## config.mk

```make
export PLATFORM = sky130hd
export DESIGN_NAME = cfg_serial_tx_flat
export DESIGN_NICKNAME = d
export VERILOG_FILES = /design/src/rtl/cfg_serial_pkg.sv /design/src/rtl/cfg_serial_tx_if.sv /design/src/rtl/cfg_ser_lane.sv /design/src/rtl/cfg_serial_tx.sv /design/src/flat_wrapper.sv
export SDC_FILE = /design/constraint.sdc
export NUM_CORES = 1
export LEC_CHECK = 0
export CORE_MARGIN = 5
export CORE_UTILIZATION = 45
export DETAILED_ROUTE_END_ITERATION = 8
export GPL_ROUTABILITY_DRIVEN = 1
export HOLD_SLACK_MARGIN = 0.12
export MAX_ROUTING_LAYER = met4
export PLACE_DENSITY = 0.73
export SKIP_LAST_GASP = 1
export SLEW_MARGIN = 20
export SYNTH_ARGS = -nofsm -noshare
export SYNTH_HDL_FRONTEND = slang
export SYNTH_SLANG_ARGS = --single-unit
```

## constraint.sdc

```tcl
create_clock -name clk -period 4.2 [get_ports clk]
set_clock_uncertainty 0.15 [all_clocks]
set_input_delay 1.26 -clock clk [delete_from_list [all_inputs] [get_ports clk]]
set_output_delay 1.26 -clock clk [all_outputs]
set_load 0.005 [all_outputs]
```

## src/rtl/cfg_serial_pkg.sv

```systemverilog
// Shared widths, lane indices and FSM state type for the serial configuration transmitter.
package cfg_serial_pkg;

    localparam int unsigned VREF_W = 4;
    localparam int unsigned DATA_W = 8;
    localparam int unsigned CONV_W = 8;
    localparam int unsigned COMP_W = 6;

    localparam int unsigned NUM_LANES = 4;
    localparam int unsigned LANE_VREF = 0;
    localparam int unsigned LANE_DATA = 1;
    localparam int unsigned LANE_CONV = 2;
    localparam int unsigned LANE_COMP = 3;

    // Longest frame is the widest payload plus its leading marker bit.
    function automatic int unsigned frame_max_len(input int unsigned a, input int unsigned b,
                                                  input int unsigned c, input int unsigned d);
        int unsigned m;
        m = a;
        if (b > m) m = b;
        if (c > m) m = c;
        if (d > m) m = d;
        return m + 1;
    endfunction

    localparam int unsigned MAX_LEN = frame_max_len(VREF_W, DATA_W, CONV_W, COMP_W);

    typedef enum logic [1:0] {
        IDLE,
        SHIFT,
        DONE
    } state_e;

endpackage

```

## src/rtl/cfg_serial_tx_if.sv

```systemverilog
// Parallel request / serial response bundle of cfg_serial_tx.
// lane_mask exists only when CFG_SERIAL_TX_MASK_EN is defined.
interface cfg_serial_tx_if #(
    parameter int unsigned VREF_W = cfg_serial_pkg::VREF_W,
    parameter int unsigned DATA_W = cfg_serial_pkg::DATA_W,
    parameter int unsigned CONV_W = cfg_serial_pkg::CONV_W,
    parameter int unsigned COMP_W = cfg_serial_pkg::COMP_W
);
    logic              start;
    logic [VREF_W-1:0] vref_i;
    logic [DATA_W-1:0] data_i;
    logic [CONV_W-1:0] conver_i;
    logic [COMP_W-1:0] comp_i;
`ifdef CFG_SERIAL_TX_MASK_EN
    logic [3:0]        lane_mask;
`endif
    logic              out_vref;
    logic              out_data;
    logic              out_conver;
    logic              out_comp;
    logic              busy;
    logic              done;

    modport master (
`ifdef CFG_SERIAL_TX_MASK_EN
        output lane_mask,
`endif
        output start,
        output vref_i,
        output data_i,
        output conver_i,
        output comp_i,
        input  out_vref,
        input  out_data,
        input  out_conver,
        input  out_comp,
        input  busy,
        input  done
    );

    modport slave (
`ifdef CFG_SERIAL_TX_MASK_EN
        input  lane_mask,
`endif
        input  start,
        input  vref_i,
        input  data_i,
        input  conver_i,
        input  comp_i,
        output out_vref,
        output out_data,
        output out_conver,
        output out_comp,
        output busy,
        output done
    );

endinterface

```

## src/rtl/cfg_ser_lane.sv

```systemverilog
// One serial lane: shadow shift register loaded with {payload, marker}, emptied LSB first.
module cfg_ser_lane #(
    parameter int unsigned W = 4
) (
    input  logic         clk,
    input  logic         rst,
    input  logic         load_i,
    input  logic         shift_i,
    input  logic         en_i,
    input  logic [W-1:0] payload_i,
    output logic         ser_o
);

    logic [W:0] sh_q;
    logic [W:0] sh_d;

    // Zero fill means a drained lane idles low until the transfer ends.
    always_comb begin
        sh_d = sh_q;
        if (load_i) begin
            sh_d = en_i ? {payload_i, 1'b1} : '0;
        end else if (shift_i) begin
            sh_d = {1'b0, sh_q[W:1]};
        end
    end

    always_ff @(posedge clk) begin
        if (!rst) begin
            sh_q <= '0;
        end else begin
            sh_q <= sh_d;
        end
    end

    assign ser_o = sh_q[0];

endmodule

```

## src/rtl/cfg_serial_tx.sv

```systemverilog
// Serial configuration transmitter: four parallel words out on four marker-led serial lines.
// Optional per-lane masking is compiled in with CFG_SERIAL_TX_MASK_EN.
module cfg_serial_tx
    import cfg_serial_pkg::*;
#(
    parameter int unsigned VREF_W = cfg_serial_pkg::VREF_W,
    parameter int unsigned DATA_W = cfg_serial_pkg::DATA_W,
    parameter int unsigned CONV_W = cfg_serial_pkg::CONV_W,
    parameter int unsigned COMP_W = cfg_serial_pkg::COMP_W
) (
    input  logic           clk,
    input  logic           rst,
    cfg_serial_tx_if.slave bus
);

    localparam int unsigned MaxLen = frame_max_len(VREF_W, DATA_W, CONV_W, COMP_W);
    localparam int unsigned CntW   = $clog2(MaxLen + 1);

    state_e                state_q;
    state_e                state_d;
    logic [CntW-1:0]       cnt_q;
    logic [CntW-1:0]       cnt_d;
    logic                  busy_q;
    logic                  done_q;
    logic                  load;
    logic                  shift;
    logic [NUM_LANES-1:0]  lane_en;
    logic [NUM_LANES-1:0]  ser;

`ifdef CFG_SERIAL_TX_MASK_EN
    assign lane_en = ~bus.lane_mask;
`else
    assign lane_en = '1;
`endif

    always_comb begin
        state_d = state_q;
        cnt_d   = cnt_q;
        load    = 1'b0;
        shift   = 1'b0;
        unique case (state_q)
            IDLE: begin
                if (bus.start) begin
                    load    = 1'b1;
                    cnt_d   = '0;
                    state_d = SHIFT;
                end
            end
            SHIFT: begin
                shift = 1'b1;
                cnt_d = cnt_q + CntW'(1);
                if (cnt_q == CntW'(MaxLen - 1)) begin
                    state_d = DONE;
                end
            end
            DONE: begin
                state_d = IDLE;
            end
            default: begin
                state_d = IDLE;
            end
        endcase
    end

    // busy/done come from next state so they line up with the lane registers.
    always_ff @(posedge clk) begin
        if (!rst) begin
            state_q <= IDLE;
            cnt_q   <= '0;
            busy_q  <= 1'b0;
            done_q  <= 1'b0;
        end else begin
            state_q <= state_d;
            cnt_q   <= cnt_d;
            busy_q  <= (state_d != IDLE);
            done_q  <= (state_d == DONE);
        end
    end

    cfg_ser_lane #(
        .W (VREF_W)
    ) u_lane_vref (
        .clk       (clk),
        .rst       (rst),
        .load_i    (load),
        .shift_i   (shift),
        .en_i      (lane_en[LANE_VREF]),
        .payload_i (bus.vref_i),
        .ser_o     (ser[LANE_VREF])
    );

    cfg_ser_lane #(
        .W (DATA_W)
    ) u_lane_data (
        .clk       (clk),
        .rst       (rst),
        .load_i    (load),
        .shift_i   (shift),
        .en_i      (lane_en[LANE_DATA]),
        .payload_i (bus.data_i),
        .ser_o     (ser[LANE_DATA])
    );

    cfg_ser_lane #(
        .W (CONV_W)
    ) u_lane_conv (
        .clk       (clk),
        .rst       (rst),
        .load_i    (load),
        .shift_i   (shift),
        .en_i      (lane_en[LANE_CONV]),
        .payload_i (bus.conver_i),
        .ser_o     (ser[LANE_CONV])
    );

    cfg_ser_lane #(
        .W (COMP_W)
    ) u_lane_comp (
        .clk       (clk),
        .rst       (rst),
        .load_i    (load),
        .shift_i   (shift),
        .en_i      (lane_en[LANE_COMP]),
        .payload_i (bus.comp_i),
        .ser_o     (ser[LANE_COMP])
    );

    assign bus.out_vref   = ser[LANE_VREF];
    assign bus.out_data   = ser[LANE_DATA];
    assign bus.out_conver = ser[LANE_CONV];
    assign bus.out_comp   = ser[LANE_COMP];
    assign bus.busy       = busy_q;
    assign bus.done       = done_q;

endmodule

```

## src/flat_wrapper.sv

```systemverilog
// flat-port wrapper written by rule: the top's interface ports become plain ports
module cfg_serial_tx_flat import cfg_serial_pkg::*;
#(
    parameter int unsigned VREF_W = cfg_serial_pkg::VREF_W,
    parameter int unsigned DATA_W = cfg_serial_pkg::DATA_W,
    parameter int unsigned CONV_W = cfg_serial_pkg::CONV_W,
    parameter int unsigned COMP_W = cfg_serial_pkg::COMP_W
)
  (clk, rst, bus_start, bus_vref_i, bus_data_i, bus_conver_i, bus_comp_i, bus_out_vref, bus_out_data, bus_out_conver, bus_out_comp, bus_busy, bus_done);
  cfg_serial_tx_if #(.VREF_W(VREF_W), .DATA_W(DATA_W), .CONV_W(CONV_W), .COMP_W(COMP_W)) bus_i ();
  input  logic clk;
  input  logic rst;
  input wire logic [$bits(bus_i.start)-1:0] bus_start;
  input wire logic [$bits(bus_i.vref_i)-1:0] bus_vref_i;
  input wire logic [$bits(bus_i.data_i)-1:0] bus_data_i;
  input wire logic [$bits(bus_i.conver_i)-1:0] bus_conver_i;
  input wire logic [$bits(bus_i.comp_i)-1:0] bus_comp_i;
  output wire logic [$bits(bus_i.out_vref)-1:0] bus_out_vref;
  output wire logic [$bits(bus_i.out_data)-1:0] bus_out_data;
  output wire logic [$bits(bus_i.out_conver)-1:0] bus_out_conver;
  output wire logic [$bits(bus_i.out_comp)-1:0] bus_out_comp;
  output wire logic [$bits(bus_i.busy)-1:0] bus_busy;
  output wire logic [$bits(bus_i.done)-1:0] bus_done;
  assign bus_i.start = bus_start;
  assign bus_i.vref_i = bus_vref_i;
  assign bus_i.data_i = bus_data_i;
  assign bus_i.conver_i = bus_conver_i;
  assign bus_i.comp_i = bus_comp_i;
  assign bus_out_vref = bus_i.out_vref;
  assign bus_out_data = bus_i.out_data;
  assign bus_out_conver = bus_i.out_conver;
  assign bus_out_comp = bus_i.out_comp;
  assign bus_busy = bus_i.busy;
  assign bus_done = bus_i.done;
  cfg_serial_tx #(.VREF_W(VREF_W), .DATA_W(DATA_W), .CONV_W(CONV_W), .COMP_W(COMP_W)) u_core (.clk(clk), .rst(rst), .bus(bus_i));
endmodule
```

== Word level (Yosys, flattened, before mapping) ==
Index checks and enable logic that the tools add are counted.

* $add $sub $neg: 1
* Multipliers: 0
* Shift-type cells: 0
* $lt $le $gt $ge: 0
* Eq/ne operators: 4
* Mux-type cells: 16
* Div/mod/pow operators: 0
* Bitwise operators: 0
* Reduce and logical (&&, ||, !) cells: 5

{| class="wikitable"
|+ Operators by type and width
! operator !! number
|-
| 9-bit two-way mux || 4
|-
| 7-bit two-way mux || 2
|-
| 5-bit two-way mux || 2
|-
| 4-bit one-hot mux with 2 select lines || 1
|-
| 2-bit nonzero test || 3
|-
| 4-bit by 1-bit adder with 4-bit output (second input constant) || 1
|-
| 4-bit == test (second input constant) || 1
|-
| 2-bit two-way mux || 2
|-
| 4-bit two-way mux || 1
|-
| 2-bit one-hot mux with 2 select lines || 1
|-
| 1-bit two-way mux || 3
|-
| 2-bit by 1-bit == test with 1-bit output (second input constant) || 1
|-
| 2-bit == test (second input constant) || 1
|-
| 2-bit logical NOT || 1
|-
| 2-bit != test (second input constant) || 1
|-
| 2-bit AND reduction || 1
|}

* Latch bits: 0
* Input bits: 29
* Word-level logic and storage cells: 34
* Memory bits (read-only): 0
* RAM bits: 0
* Memories kept: 0
* Output and inout port bits: 6
* Register bits: 38

== Logic depth before layout (Yosys ltp) ==
* Word-level depth: 4
* Gate-level depth with buffers: 5

== Hierarchy ==
Synthesis repeated with hierarchy kept, for this count alone.

* Cell total of the unflattened synthesis: 169
* Area total of the unflattened synthesis: 1951.9 µm²

{| class="wikitable"
|+ Modules (own cells, without submodules)
! module !! area an instance (µm²) !! cells each !! times used
|-
| cfg_ser_lane at u_core.u_lane_conv ... || 474.2 || 40 || 2
|-
| cfg_ser_lane at u_core.u_lane_comp || 390.4 || 30 || 1
|-
| cfg_serial_tx || 357.8 || 38 || 1
|-
| cfg_ser_lane at u_core.u_lane_vref || 255.2 || 21 || 1
|}

== Worst setup path after synthesis ==
OpenSTA, ideal clock, no wires.

* Path kind: input to register
* Start: in rst
* End: reg u_core.u_lane_comp.sh_q[1]
* Path slack: 1884 ps
* Path buffers: 2
* Arrival time: 2045 ps
* Stages on the path: 5
* Cell sequence: clkbuf_1 -> inv_1 -> nor2_2 -> buf_4 -> a221o_1

{| class="wikitable"
|+ RTL lines
! item !! RTL line !! RTL
|-
| from (decl) || flat_wrapper.sv:12 || <nowiki>input logic rst;</nowiki>
|-
| to (signal assigned) || cfg_ser_lane.sv:29 || <nowiki>sh_q <= '0;</nowiki>
|-
| to (signal assigned) || cfg_ser_lane.sv:31 || <nowiki>sh_q <= sh_d;</nowiki>
|-
| to (decl) || cfg_ser_lane.sv:14 || <nowiki>logic [W:0] sh_q;</nowiki>
|}

==> impl_results.md <==
* Root Driver: clkbuf_4
* Reg clk slew, reported paths at 120 ps
* Reg power frac at 0.543
* Setup bufs post-CTS at 0
* Hold depth at 1
* Final Slew Violations at 0
* Setup Slack @ Placement at 789 ps
* Post-Syn Area at 1490 µm²
* Share of the synthesized area in the top cell type at 0.509
* Leading post-synthesis cells by cell area: dfxtp_1 51%, a221o_1 15%, and3_1 9.2%, o221a_2 3.0%, a22oi_1 2.5%
* Vias in the first global route at roughly 1200
* H-Tree Depth at 2
* Post-synth ARST share at 0
* Pint at 0.000556 W
* Bufs and invs on worst path at 3
* Die Y at 67.6 µm
* Crit path max-delay cell type: nor2_2
* Drt drc at 0
* Maximum clock rate at 324 MHz
* DR iter-0 viols at 120
* Unrepaired setup endpoints after global routing: no
* Syn Area/Cell at ~11 µm²
* Post-DR vias/cell at 5.65
* Largest stage delay, worst path at 740 ps
* Clock power frac at 0.338
* Max-cap violation count at 0
* Layout Cell Area excl Fill at 1900 µm²
* Die Width at roughly 68 µm
* CTS Buffer Depth at 2
* Routed len/inst at 15.2 µm
* Initial antenna violation count at 0
* Routed Antenna Nets at 0
* #FFs+latches synth at 38
* Nets@finish at 200
* CP Cell Sequence: clkdlybuf4s50_1 -> buf_4 -> inv_1 -> nor2_2 -> a221o_1
* Synth-to-layout area growth at 27.2%
* All-Layer GR Usage at 0.157
* Share of layout cells above drive strength 1 at 0.106
* Pwr Density at 382 nW/µm²
* CTS tree: built
* Final wirelength at 3290 µm
* Yosys Warn Count at 0
* First-pass GRT wire length at 5270 µm
* Hold EP: u_core.u_lane_vref.sh_q[1]$_SDFFE_PN0P_
* CP Class: primary input to register
* Primary FF master, synth: dfxtp_1
* Remaining global-route overflow at 0
* Setup TNS at 0 ps
* Cts bufs inserted at 5
* # IOs at 35
* Final hold vios at 0
* Buffers on Ports at 34
* Hold Path Origin: u_core.u_lane_vref.sh_q[2]$_SDFFE_PN0P_
* N_diodes at 0
* Vias at between 1000 and 1500
* Synth Instances at 139
* Worst r2r src: u_core.state_q[0]$_SDFF_PN0_
* Fill cell instance count of the final layout at 289
* Cell Rows at 21
* Final HPWL DP at 2230 µm
* Top-count cell post-synth: dfxtp_1
* Post-CTS Hold Buffers at 0
* Worst R2R Setup Slack at 2280 ps
* Worst min path class: register to register
* Placed Instance Area at ~1800 µm²
* Clk_lat worst skew at 340 ps
* Routability Congestion at 0.724
* Slew HR at 0.330
* Comb pwr share at 0.119
* Run status: complete, no violations
* CP required at 4330 ps
* Core area at 3280 µm²
* Starting Density at 0.455
* Die area at 4570 µm²
* Crit path arrival time at 3220 ps
* Delay-heaviest family, CP: buffers and inverters
* Switch share at 0.233
* Final setup vio count at 0
* Synth top cells by count: 38 x dfxtp_1, 22 x a221o_1, 22 x and3_1
* Post-synthesis sequential area ratio at 0.509
* Synthesized net count at 170
* Worst slew pin tran at 1000 ps
* Post-CTS sizing at 0
* Largest fanout on the critical path at 28
* Switching pwr at 0.000169 W
* 1st-pass router iterations at 4
* Lkg Pwr at 0.817 nW
* EDFF count, synth at 0
* Post-route minimum period at between 3000 and 4000 ps
* Worst Setup End Kind: register
* Worst reg2reg path endpoint: u_core.u_lane_data.sh_q[5]$_SDFFE_PN0P_
* CP startpoint kind: primary input
* Clock Sinks at 38
* Pin count of the biggest net entering global routing at 32
* Post-synth top area cell: dfxtp_1
* Worst reg2reg path depth at 3
* Fin crit share at 0.734
* Post-route setup slack at between 1000 and 1500 ps
* Post-synth cell types at 29
* Worst IR Drop VDD at 0.205 mV
-- per-stage QoR --
stage	hold slack (ps)	instances	util	power [W]
6_report	323	216	0.579	0.000726
5_1_grt	362	216	0.579	0.000755
4_1_cts	329	216	0.579	0.000729
3_5_place_dp	314	208	0.555	0.000488
3_3_place_gp	309	208	0.555	0.000485
2_1_floorplan	297	139	-	0.000446
-- layout make-up --
type,instances,area (µm²),area share
Clock inverter,3,40.0,0.0211
Inverter,3,11.3,0.00592
Multi-Input combinational cell,86,646,0.340
Tap cell,46,57.6,0.0303
Sequential cell,38,761,0.400
Clock buffer,5,37.5,0.0197
Timing Repair Buffer,35,348,0.183
-- how the worst max path moves through the flow --
stage | start | to | slack [ps] | cells after the start
after floorplan | rst | u_core.u_lane_comp.sh_q[1]$_SDFFE_PN0P_ | 1880 | 5
after global placement | rst | u_core.u_lane_data.sh_q[5]$_SDFFE_PN0P_ | 860 | 5
after detailed placement | rst | u_core.u_lane_conv.sh_q[6]$_SDFFE_PN0P_ | 790 | 5
after CTS | rst | u_core.u_lane_data.sh_q[5]$_SDFFE_PN0P_ | 1160 | 5
after global routing | rst | u_core.u_lane_data.sh_q[5]$_SDFFE_PN0P_ | 1010 | 5
final | rst | u_core.u_lane_data.sh_q[5]$_SDFFE_PN0P_ | 1120 | 5
-- cells in the final DEF, fill, tap and decap left out, types with 2 or more instances in the layout --
| cell type | n |
|---|---|
| clkinv_2 | 2 |
| a221o_1 | 22 |
| and3_1 | 22 |
| o221a_2 | 4 |
| a22oi_1 | 5 |
| dfxtp_1 | 38 |
| clkbuf_4 | 5 |
| nor4_1 | 2 |
| nand2_1 | 3 |
| ha_1 | 2 |
| nand3_1 | 2 |
| nor2_1 | 10 |
| inv_1 | 3 |
| clkdlybuf4s50_1 | 34 |
-- power by group through the flow --
stage          clock, W  sequential (W)  combinational, W
4_1_cts        0.000248        0.000394         0.0000868
5_1_grt        0.000264        0.000397         0.0000942
6_report       0.000245        0.000394         0.0000864
3_3_place_gp          0        0.000401         0.0000845
3_5_place_dp          0        0.000402         0.0000863
2_1_floorplan         0        0.000399         0.0000470
-- routing by layer --
metal	global-route usage	routed length, µm	vias to the layer above
li1	-	-	594
met1	0.193	1620	590
met2	0.243	1470	33
met3	0.0466	160	4
met4	0.0532	43	0
met5	-	0	-
-- cells by family after synthesis --
family                   count (synthesis)  share of synthesized area
adder cells (fa/ha/maj)                  2                     0.0167
buffers and inverters                   15                     0.0586
flip-flops                              38                      0.509
multiplexers                             1                    0.00670
AND/OR/NAND/NOR                         47                      0.183
AO/OA/AOI/OAI                           36                      0.226
-- registers in the layout, summed over array words and instances, names as in the netlist --
register,flops
u_core.u_lane_comp.sh_q,7
u_core.u_lane_conv.sh_q,9
u_core.bus.done,1
u_core.u_lane_data.sh_q,9
u_core.bus.busy,1
u_core.u_lane_vref.sh_q,5
u_core.cnt_q,4
u_core.state_q,2
(Power assumes the default switching activity.)
